### config.mk
export PLATFORM = sky130hd
export DESIGN_NAME = pipe_stage_buf
export DESIGN_NICKNAME = d
export VERILOG_FILES = /design/src/rtl/pipe_pkg.sv /design/src/rtl/pipe_stage_reg.sv /design/src/rtl/pipe_stage_buf.sv
export SDC_FILE = /design/constraint.sdc
export NUM_CORES = 1
export LEC_CHECK = 0
export BUFFER_PORTS_ARGS = -buffer_cell sky130_fd_sc_hd__buf_2
export CAP_MARGIN = 20
export CORE_MARGIN = 2
export CORE_UTILIZATION = 49
export CTS_BUF_LIST = sky130_fd_sc_hd__clkbuf_16
export CTS_CLUSTER_DIAMETER = 200
export DETAILED_ROUTE_END_ITERATION = 7
export PLACE_DENSITY = 0.85
export SKIP_LAST_GASP = 1
export SYNTH_ARGS = -nofsm -noshare
export SYNTH_HDL_FRONTEND = slang
export SYNTH_SLANG_ARGS = --single-unit
### constraint.sdc
create_clock -name clk -period 4.01 [get_ports clk]
set_input_delay 0.2005 -clock clk [delete_from_list [all_inputs] [get_ports clk]]
set_output_delay 0.2005 -clock clk [all_outputs]
set_load 0.01 [all_outputs]
### src/rtl/pipe_pkg.sv
// Shared state encoding and counter width for the pipeline stage buffer.
package pipe_pkg;

    localparam int STALL_CNT_W = 16;

    typedef enum logic [1:0] {
        EMPTY = 2'd0,
        HALF  = 2'd1,
        FULL  = 2'd2
    } pipe_state_e;

    function automatic logic [1:0] occ_of(input pipe_state_e s);
        case (s)
            EMPTY:   return 2'd0;
            HALF:    return 2'd1;
            FULL:    return 2'd2;
            default: return 2'd0;
        endcase
    endfunction

endpackage

### src/rtl/pipe_stage_reg.sv
// Payload register with load and clear; clear (or reset) parks it at BUBBLE.
// One cycle from ld_i to q_o; clear wins over load.
module pipe_stage_reg #(
    parameter int                DATA_W = 64,
    parameter logic [DATA_W-1:0] BUBBLE = '0
) (
    input  logic              clk,
    input  logic              rst,
    input  logic              clr_i,
    input  logic              ld_i,
    input  logic [DATA_W-1:0] d_i,
    output logic [DATA_W-1:0] q_o
);

    logic [DATA_W-1:0] q_q;

    always_ff @(posedge clk) begin
        if (rst || clr_i) begin
            q_q <= BUBBLE;
        end else if (ld_i) begin
            q_q <= d_i;
        end
    end

    assign q_o = q_q;

endmodule

### src/rtl/pipe_stage_buf.sv
// Pipeline stage buffer, 1-cycle accept-to-valid, strict FIFO, flush to BUBBLE.
// PIPE_STAGE_BUF_SKID_EN: two-entry skid with registered in_ready; otherwise one entry.
module pipe_stage_buf
    import pipe_pkg::*;
#(
    parameter int                DATA_W = 64,
    parameter logic [DATA_W-1:0] BUBBLE = '0
) (
    input  logic                   clk,
    input  logic                   rst,
    input  logic                   flush,
    input  logic                   in_valid,
    output logic                   in_ready,
    input  logic [DATA_W-1:0]      in_data,
    output logic                   out_valid,
    input  logic                   out_ready,
    output logic [DATA_W-1:0]      out_data,
    output logic [1:0]             occupancy,
    output logic [STALL_CNT_W-1:0] stall_cnt
);

    pipe_state_e            state_q, state_d;
    logic                   accept, consume;
    logic                   main_ld, main_clr;
    logic [DATA_W-1:0]      main_d, main_q;
    logic [STALL_CNT_W-1:0] stall_q;

    assign out_valid = (state_q != EMPTY);
    assign consume   = out_valid && out_ready;
    assign accept    = in_valid && in_ready;

`ifdef PIPE_STAGE_BUF_SKID_EN
    logic              in_ready_q;
    logic              skid_ld, skid_clr, main_from_skid;
    logic [DATA_W-1:0] skid_q;

    assign in_ready = in_ready_q;
    assign main_d   = main_from_skid ? skid_q : in_data;
`else
    assign in_ready = !out_valid || out_ready;
    assign main_d   = in_data;
`endif

    // main is cleared whenever the stage empties so out_data reads BUBBLE.
    always_comb begin
        state_d  = state_q;
        main_ld  = 1'b0;
        main_clr = 1'b0;
`ifdef PIPE_STAGE_BUF_SKID_EN
        skid_ld        = 1'b0;
        skid_clr       = 1'b0;
        main_from_skid = 1'b0;
`endif
        if (flush) begin
            state_d  = EMPTY;
            main_clr = 1'b1;
`ifdef PIPE_STAGE_BUF_SKID_EN
            skid_clr = 1'b1;
`endif
        end else begin
            case (state_q)
                EMPTY: begin
                    if (accept) begin
                        state_d = HALF;
                        main_ld = 1'b1;
                    end
                end
                HALF: begin
                    if (accept && consume) begin
                        main_ld = 1'b1;
`ifdef PIPE_STAGE_BUF_SKID_EN
                    end else if (accept) begin
                        state_d = FULL;
                        skid_ld = 1'b1;
`endif
                    end else if (consume) begin
                        state_d  = EMPTY;
                        main_clr = 1'b1;
                    end
                end
`ifdef PIPE_STAGE_BUF_SKID_EN
                FULL: begin
                    if (consume) begin
                        state_d        = HALF;
                        main_ld        = 1'b1;
                        main_from_skid = 1'b1;
                    end
                end
`endif
                default: state_d = EMPTY;
            endcase
        end
    end

    always_ff @(posedge clk) begin
        if (rst) begin
            state_q <= EMPTY;
            stall_q <= '0;
        end else begin
            state_q <= state_d;
            if (out_valid && !out_ready && (stall_q != '1)) begin
                stall_q <= stall_q + 1'b1;
            end
        end
    end

    pipe_stage_reg #(.DATA_W(DATA_W), .BUBBLE(BUBBLE)) u_main (
        .clk   (clk),
        .rst   (rst),
        .clr_i (main_clr),
        .ld_i  (main_ld),
        .d_i   (main_d),
        .q_o   (main_q)
    );

`ifdef PIPE_STAGE_BUF_SKID_EN
    // Registered ready keeps out_ready off the upstream timing path.
    always_ff @(posedge clk) begin
        if (rst) begin
            in_ready_q <= 1'b1;
        end else begin
            in_ready_q <= (state_d != FULL);
        end
    end

    pipe_stage_reg #(.DATA_W(DATA_W), .BUBBLE(BUBBLE)) u_skid (
        .clk   (clk),
        .rst   (rst),
        .clr_i (skid_clr),
        .ld_i  (skid_ld),
        .d_i   (in_data),
        .q_o   (skid_q)
    );
`endif

    assign out_data  = main_q;
    assign occupancy = occ_of(state_q);
    assign stall_cnt = stall_q;

endmodule

# Yosys cells after proc, flatten, opt, wreduce, memory -nomap -nowiden
# Cells that the tools add are included.
# totals
input_bits	69
out_inout_bits	84
register_bits	82
word_cells	36
# op_classes
eq_ne	6
n_mux	13
n_reduce_logical	13
n_addsub	1
# op_table
op	n
16-bit by 1-bit adder with 16-bit output, second input constant	1
16-bit inequality test, second input constant	1
2-bit case mux with 2 select lines	2
1-bit two-way mux	7
2-bit two-way mux	3
2-bit inequality test, second input constant	3
1-bit logical AND	5
3-bit AND reduction	1
2-bit by 1-bit == test with 1-bit output, second input constant	1
2-bit == test, second input constant	1
1-bit logical NOT	2
2-bit logical NOT	1
1-bit logical OR	2
1-bit case mux with 2 select lines	1
2-bit nonzero test	1
2-bit OR reduction	1

# Longest topological paths before layout
# Gate-level depths: netlist (run 1).
# depth
ltp_word	9
ltp_mapped	7
mapped_depth_nobuf	5

# Hierarchy
# From an unflattened synthesis (run 1), not the netlist that was laid out.
# unflattened
cells_unflattened	324
area_unflattened_um2	3358.2
# modules_own_cells
mod	area_each_um2	cells_per_inst	seq_area_each_um2	instances
pipe_stage_reg	2348.5	207	1281.2	1
pipe_stage_buf	1009.7	117	340.3	1

# Worst setup path before layout (run 1)
# OpenSTA, ideal clock, no wires.
# synth_path
path_type	register -> register
start	register stall_q[8] (netlist: stall_cnt[8])
end	register stall_q[15] (netlist: stall_cnt[15])
setup_ns	0.121
arrival_time_ns	1.600
path_stages_with_launch	5
n_path_buf	0
period_less_slack_ns	1.721
required_time_ns	3.889
slack_ns	2.289
path_cell_list	dfxtp_1 > nand4_2 > or2_2 > nor4_1 > mux2_2
# synth_between
elab_chain_cells	2
elab_cells_between_ends	3
classes_between	add/sub: 1; eq/ne: 1; reduce/logical: 1
# synth_rtl
item	line	text
from (decl)	pipe_stage_buf.sv:26	logic [STALL_CNT_W-1:0] stall_q;
from (signal assigned)	pipe_stage_buf.sv:102	stall_q <= stall_q + 1'b1;
parallel branches: the longest is 2 deep, another holds 16-bit by 1-bit adder with 16-bit output	n/a	
# Parallel ways; which one is timed is not known.
# A chain may end at the register's enable or synchronous reset.

# Worst setup path in the final report (run 1)
# layout_path
start	register state_q[0]
end	register u_main.q_q[63] (netlist: u_main.q_o[63])
# layout_between
elab_chain_cells	9
elab_cells_between_ends	17
classes_between	eq/ne: 1; mux: 8; reduce/logical: 8
# layout_rtl
item	line	text
from (decl)	pipe_stage_buf.sv:22	pipe_state_e state_q, state_d;
from (signal assigned)	pipe_stage_buf.sv:100	state_q <= state_d;
2-bit nonzero test	pipe_stage_buf.sv:28	assign out_valid = (state_q != EMPTY);
1-bit logical NOT	pipe_stage_buf.sv:40	assign in_ready = !out_valid || out_ready;
1-bit logical OR	pipe_stage_buf.sv:40	
1-bit logical AND	pipe_stage_buf.sv:30	assign accept = in_valid && in_ready;
1-bit logical AND	pipe_stage_buf.sv:69	if (accept && consume) begin
1-bit two-way mux	pipe_stage_buf.sv:69	
1-bit two-way mux	pipe_stage_buf.sv:61	case (state_q)
1-bit two-way mux	pipe_stage_buf.sv:54	if (flush) begin
1-bit logical OR	pipe_stage_reg.sv:18	if (rst || clr_i) begin
to (signal assigned)	pipe_stage_reg.sv:21	q_q <= d_i;
to (decl)	pipe_stage_reg.sv:15	logic [DATA_W-1:0] q_q;
# Several ways; a longest one is shown, not always the timed one.

==> metrics.yaml, run 1 <==
status: "complete, no violations"
syn-num-nets: 456
hold_class: "in -> reg"
synthCells: 386
yosys.area.top_type: "dfxtp_1"
yosysUniqueCellTypes: 40
synthArstFlopShare_pct: 0
hold_buffers: 0
nets: 597
use_met1_pct: 28.30
r2r_start: "state_q[0]"
rrSetupSlack_ns: 1.78
wire_per_inst_um: 13.26
ant_nets: 0
hold_depth: 3
synthFlopType: "dfxtp_1"
grt_busiest_layer: "met2"
synth_top_cell_area_share_pct: 52.05
num_antenna_cells: 0
vias_per_cell: 5.177
path_class: "reg -> reg"
worst_slew_pin_slew_ns: 0.9820
reg2regPathDepth: 6
wl_um: 8077
cts.path.max_buffers: 2
seq_power_share_pct: 45.6
cts_sinks: 81
place_hpwl_um: 5794
drt_iter0_drc: 162
grt_overflow: 0
seqCellArea_um2: 1622
drv_cap: 0
port_buffers: 151
cts_root_buffer: "clkbuf_16"
vias: 3153
grt_max_degree: 51
multi_input_area_um2: 1388
max_freq_mhz: 447.7
cts_max_level: 3
finalCriticalPeriod_ns: 2.234
synth_edf_count: 0
die_y_um: 83.74
p_leak_nw: 1.887
setup_viol: 0
intPower_w: 0.001416
clkLatencyLatePin_ns: 0.33
grt_antenna_before_repair: 0
holdPathEnd: "u_main.q_o[23]"
tns_ns: 0
p_total_w: 0.001816
drc: 0
path_delay_family: "simple AND/OR/NAND/NOR gates"
coreArea_um2: 6241
hold_violations: 0
dieArea_um2: 7012
routabilityCongestion: 0.9091
cp.required_ns: 4.25
crit_arrival_ns: 2.47
start_kind: "flop"
synth_area_um2: 3115
comb_power_share_pct: 7.0
first_pass_iters: 4
netlist_top_cells_area: "dfxtp_1 52%, nand2_1 17%, a21oi_1 11%"
start_util_pct: 49.92
met3_usage_pct: 5.539
seq_area_frac_synth_pct: 52.05
p_clk_share_pct: 47.5
syn_area_per_cell_um2: 8.071
worstReg2RegEnd: "u_main.q_o[63]"
nFillCells: 548
switching_power_w: 0.0003991
ys_warn_count: 0
cts_inserted_buffers: 9
grt_pass1_vias: 2746
slew_viol_final: 0
critPathMaxFanout: 50
grt.total_usage_pct: 22.26
fin_crit_sh_pct: 55.70
cellPowerDensity_nw_per_um2: 428.3
ys_ff_latch: 81
grt_util_met2_pct: 34.98
syn2layout_area_growth_pct: 36.06
drive_above_1_share_pct: 34.77
cts_tree: "done"
path_buf_inv: 2
io_pins: 153
die_width_um: 83.74
slowest_stage: "buf_4"
synth_most_common_cell: "nand2_1"
grt_pass1_wl_um: 12920
switching_share_pct: 21.98
slew_headroom_pct: 34.29
std_cell_rows: 29
fin_skew_ns: 0.008966
clkTransAtPathRegs_ns: 0.06
synth_common_cells: "141 x nand2_1, 81 x dfxtp_1, 69 x a21oi_1"
cts.repair.resized: 0
cts_setup_buffers: 0
peakVddDrop_uv: 313.6
cp-end-kind: "flop"
holdCritStartpoint: "in_data[23]"
slowest_delay_ns: 0.52
rsz0062_at_grt: "false"
path_cells: "nor2b_1 > inv_1 > nand3b_1 > buf_4 > nand2_1 > a21oi_1"
placed cells by master (no fill, tap or decap), drive strengths merged, types with 5 or more instances in the layout:
master	count
buf	155
clkbuf	9
inv	5
dfxtp	81
a21oi	69
nand2	141
nor2	7
nor4	6
nor2b	5
nand3	5
through the flow:
stage          instances  cell area [um^2]  util (%)  hold WS (ns)  setup WS [ns]
2_1_floorplan        386              3115         -        0.3246          2.289
3_3_place_gp         592              3908     62.61        0.4390          1.957
3_5_place_dp         592              3908     62.61        0.4430          1.776
4_1_cts              608              4228     67.74        0.1010          1.761
5_1_grt              609              4239     67.92        0.1015          1.507
6_report             609              4239     67.92        0.1072          1.776
power by group through the flow:
stage | sequential, W | combinational, W | clock [W]
2_1_floorplan | 0.000852 | 0.0000566 | 0
3_3_place_gp | 0.000844 | 0.000123 | 0
3_5_place_dp | 0.000845 | 0.000126 | 0
4_1_cts | 0.000827 | 0.000127 | 0.000876
5_1_grt | 0.000828 | 0.000140 | 0.000913
6_report | 0.000827 | 0.000126 | 0.000862
registers in the layout, summed over array words and instances, names as in the netlist:
name / cells
u_main.q_o: 64
state_q: 1
stall_cnt: 16
worst max-delay path by stage:
stage,from,endpoint,slack [ns],depth (start not counted)
2_1_floorplan,stall_cnt[8],stall_cnt[15],2.29,4
3_3_place_gp,state_q[0],u_main.q_o[30],1.96,6
3_5_place_dp,state_q[0],u_main.q_o[63],1.78,6
4_1_cts,state_q[0],u_main.q_o[63],1.76,6
5_1_grt,state_q[0],u_main.q_o[46],1.51,6
6_report,state_q[0],u_main.q_o[63],1.78,6
worst register-to-register path: stages (launching register included):
cell and delay (ns):
dfxtp_1 0.37, nor2b_1 0.34, inv_1 0.13, nand3b_1 0.46
buf_4 0.53, nand2_1 0.13, a21oi_1 0.19
cells by family (layout without fill, tap and decap cells):
logic type,count (synthesis),in the layout,share of synthesized area (%)
XOR/XNOR,1,1,0.2812
other,1,1,0.1204
flip-flops,81,81,52.05
AO/OA/AOI/OAI,86,86,15.14
buffers and inverters,28,174,3.935
multiplexers,5,5,1.767
adder cells (fa/ha/maj),1,1,0.4015
AND/OR/NAND/NOR,183,183,26.31
final cells by class:
type / count / area share (%)
tap: 77 / 2.273
clock buffer: 9 / 5.313
multi-input combinational: 277 / 32.73
timing repair buffer: 155 / 18.92
sequential: 81 / 38.25
inverter: 3 / 0.2656
clock inverter: 7 / 2.243
routing by layer:
metal	up-vias	routed length, um	part of all wire, %
met3	20	573	7.1
met2	119	3842	48
met1	1436	3418	42
met5	-	0	0
li1	1578	-	-
met4	0	243	3.0
No activity file was read; power rests on OpenSTA's default activity.
==> run 2: changes to the inputs <==
--- a/config.mk
+++ b/config.mk
@@ -8,11 +8,11 @@
 export BUFFER_PORTS_ARGS = -buffer_cell sky130_fd_sc_hd__buf_2
 export CAP_MARGIN = 20
 export CORE_MARGIN = 2
-export CORE_UTILIZATION = 49
+export CORE_UTILIZATION = 45
 export CTS_BUF_LIST = sky130_fd_sc_hd__clkbuf_16
 export CTS_CLUSTER_DIAMETER = 200
 export DETAILED_ROUTE_END_ITERATION = 7
-export PLACE_DENSITY = 0.85
+export PLACE_DENSITY = 0.79
 export SKIP_LAST_GASP = 1
 export SYNTH_ARGS = -nofsm -noshare
 export SYNTH_HDL_FRONTEND = slang
==> constraint.sdc (replaced) <==
create_clock -name clk -period 2.3 [get_ports clk]
set_input_delay 0.115 -clock clk [delete_from_list [all_inputs] [get_ports clk]]
set_output_delay 0.115 -clock clk [all_outputs]
set_load 0.01 [all_outputs]
==> run 2 against run 1 <==
Net effect: core utilization shrank 5.1 points; non-clock buffer count grew 1; sequential cell count is the same; die area grew 8.5%; critical endpoint is now stall_cnt[15]; clock skew shrank 0.0029 ns; register-to-register slack lost 1.3 ns.
==> metrics.yaml, run 2 (synthesized netlist as in run 1, its figures left out) <==
place_area_um2: 3939  # +0.80%
grt_overflow: 0  # unchanged
vias_per_cell: 5.179  # about the same
wire_per_inst_um: 13.19  # -0.55%
seqCellArea_um2: 1622  # unchanged
cts_sinks: 81  # unchanged
clkTransAtPathRegs_ns: 0.06  # about the same
post-place-ws_ns: 0.4829  # -1.293 ns
syn2layout_area_growth_pct: 36.18  # about the same
placedCellCount: 597  # +0.84%
finalCriticalPeriod_ns: 1.841  # -0.3922 ns
die_y_um: 87.21  # +4.1%
grt_max_degree: 55  # +7.8%
mostFrequentLayoutCells: "151 x buf_2, 141 x nand2_1, 81 x dfxtp_1"
cts.repair.resized: 0  # unchanged
cts.path.max_buffers: 2  # unchanged
cts_inserted_buffers: 9  # unchanged
ant_nets: 0  # unchanged
coreArea_um2: 6756  # +8.3%
multi_input_area_um2: 1388  # unchanged
cts_max_level: 3  # unchanged
dieArea_um2: 7605  # +8.5%
cp.required_ns: 2.52  # -1.73 ns
drt_iter0_drc: 160  # -1.2%
first_pass_iters: 5  # +1
die_width_um: 87.21  # +4.1%
worst_slew_pin_slew_ns: 0.5634  # -0.4186 ns
rrSetupSlack_ns: 0.46  # -1.32 ns
drv_cap: 0  # unchanged
grt.total_usage_pct: 20.48  # -1.8 points
grt_pass1_wl_um: 12340  # -4.5%
clkLatencyLatePin_ns: 0.33  # about the same
grt_antenna_before_repair: 0  # unchanged
holdCritStartpoint: "in_data[11]"
cp-end-kind: "flop"
slew_viol_final: 0  # unchanged
stdcell_count: 613  # +0.66%
cts_tree: "done"
grt_pass1_vias: 2800  # +2.0%
final_area_um2: 4243  # about the same
fin_skew_ns: 0.006059  # -0.002907 ns
start_kind: "flop"
worstReg2RegEnd: "stall_cnt[15]"
start_util_pct: 46.11  # -3.8 points
cellPowerDensity_nw_per_um2: 731.1  # +71%
num_antenna_cells: 0  # unchanged
std_cell_rows: 30  # +3.4%
place_hpwl_um: 5769  # -0.43%
nFillCells: 586  # +6.9%
final_common_cell: "buf_2"
drive_above_1_share_pct: 34.90  # +0.12 points
setup_ws_ns: 0.4587  # -1.318 ns
fin_crit_sh_pct: 80.06  # +24 points
path_class: "reg -> reg"
vias: 3175  # +0.70%
hold_buffers: 0  # unchanged
hold_depth: 3  # unchanged
tns_ns: 0  # unchanged
setup_viol: 0  # unchanged
r2r_start: "stall_cnt[8]"
hold_violations: 0  # unchanged
status: "complete, no violations"
cp-startpoint: "stall_cnt[8]"
holdPathEnd: "u_main.q_o[11]"
cts_setup_buffers: 0  # unchanged
nets: 598  # +0.17%
critPathMaxFanout: 7  # -86%
io_pins: 153  # unchanged
wl_um: 8085  # about the same
cts_root_buffer: "clkbuf_16"
largest_reg_flops: 64  # unchanged
p_leak_nw: 1.895  # +0.38%
slew_headroom_pct: 62.09  # +28 points
crit_arrival_ns: 2.06  # -0.41 ns
routabilityCongestion: 0.8698  # -4.3%
reg2regPathDepth: 4  # -2
hold_class: "in -> reg"
max_freq_mhz: 543.1  # +21%
peakVddDrop_uv: 470.8  # +50%
rsz0062_at_grt: "false"
port_buffers: 151  # unchanged
drc: 0  # unchanged
## run 2: cell types whose count changed in the layout (fill, tap and decap cells not counted), sizes merged
cell and change:
clkinvlp -2, buf +1, clkinv +3, bufinv -1
## run 2: how the worst max path moves through the flow
| stage | cells past startpoint | slack [ns] | endpoint |
|---|---|---|---|
| after floorplan | 4 | 0.58 | stall_cnt[15] |
| after global placement | 4 | 0.54 | stall_cnt[15] |
| after detailed placement | 4 | 0.48 | stall_cnt[15] |
| after CTS | 4 | 0.47 | stall_cnt[15] |
| after global routing | 5 | 0.30 | stall_cnt[0] |
| final | 4 | 0.46 | stall_cnt[15] |
## run 2: cell type report
type                    instances  share of cell area [%]
multi-input cells             277                   32.70
repair buffers                156                   19.29
clock inverters                 7                   1.858
inverters                       3                  0.2654
clock buffers                   9                   5.308
flip-flops and latches         81                   38.22
well taps                      80                   2.359
## run 2: layer usage
layer / vias to the layer above / global-route usage (%) / share of wire, %
met1: 1427 / 23.26 / 41
met3: 24 / 5.024 / 7.2
li1: 1581 / - / -
met2: 143 / 34.63 / 48
met4: 0 / 12.31 / 3.8
met5: - / 0 / 0
## run 2: power breakdown
part           leakage, nW  internal, W  switching, W  total, W
combinational         1.09    0.0000941      0.000129  0.000223
clock                0.146     0.000852      0.000586   0.00144
sequential           0.655      0.00143     0.0000130   0.00144
## run 2: critical path, stage by stage (launching register included)
cell	delay, ns
dfxtp_1	0.44
nand4_2	0.23
or2_2	0.35
nor4_1	0.33
mux2_2	0.37
## run 2: metrics by stage
step / hold slack [ns] / utilization [%] / total power (W)
finish: 0.01229 / 62.80 / 0.003102
global route: 0.006076 / 62.80 / 0.003218
CTS: 0.001757 / 62.80 / 0.003141
detailed placement: 0.3599 / 58.30 / 0.001697
global placement: 0.3542 / 58.30 / 0.001692
floorplan: 0.2391 / - / 0.001584
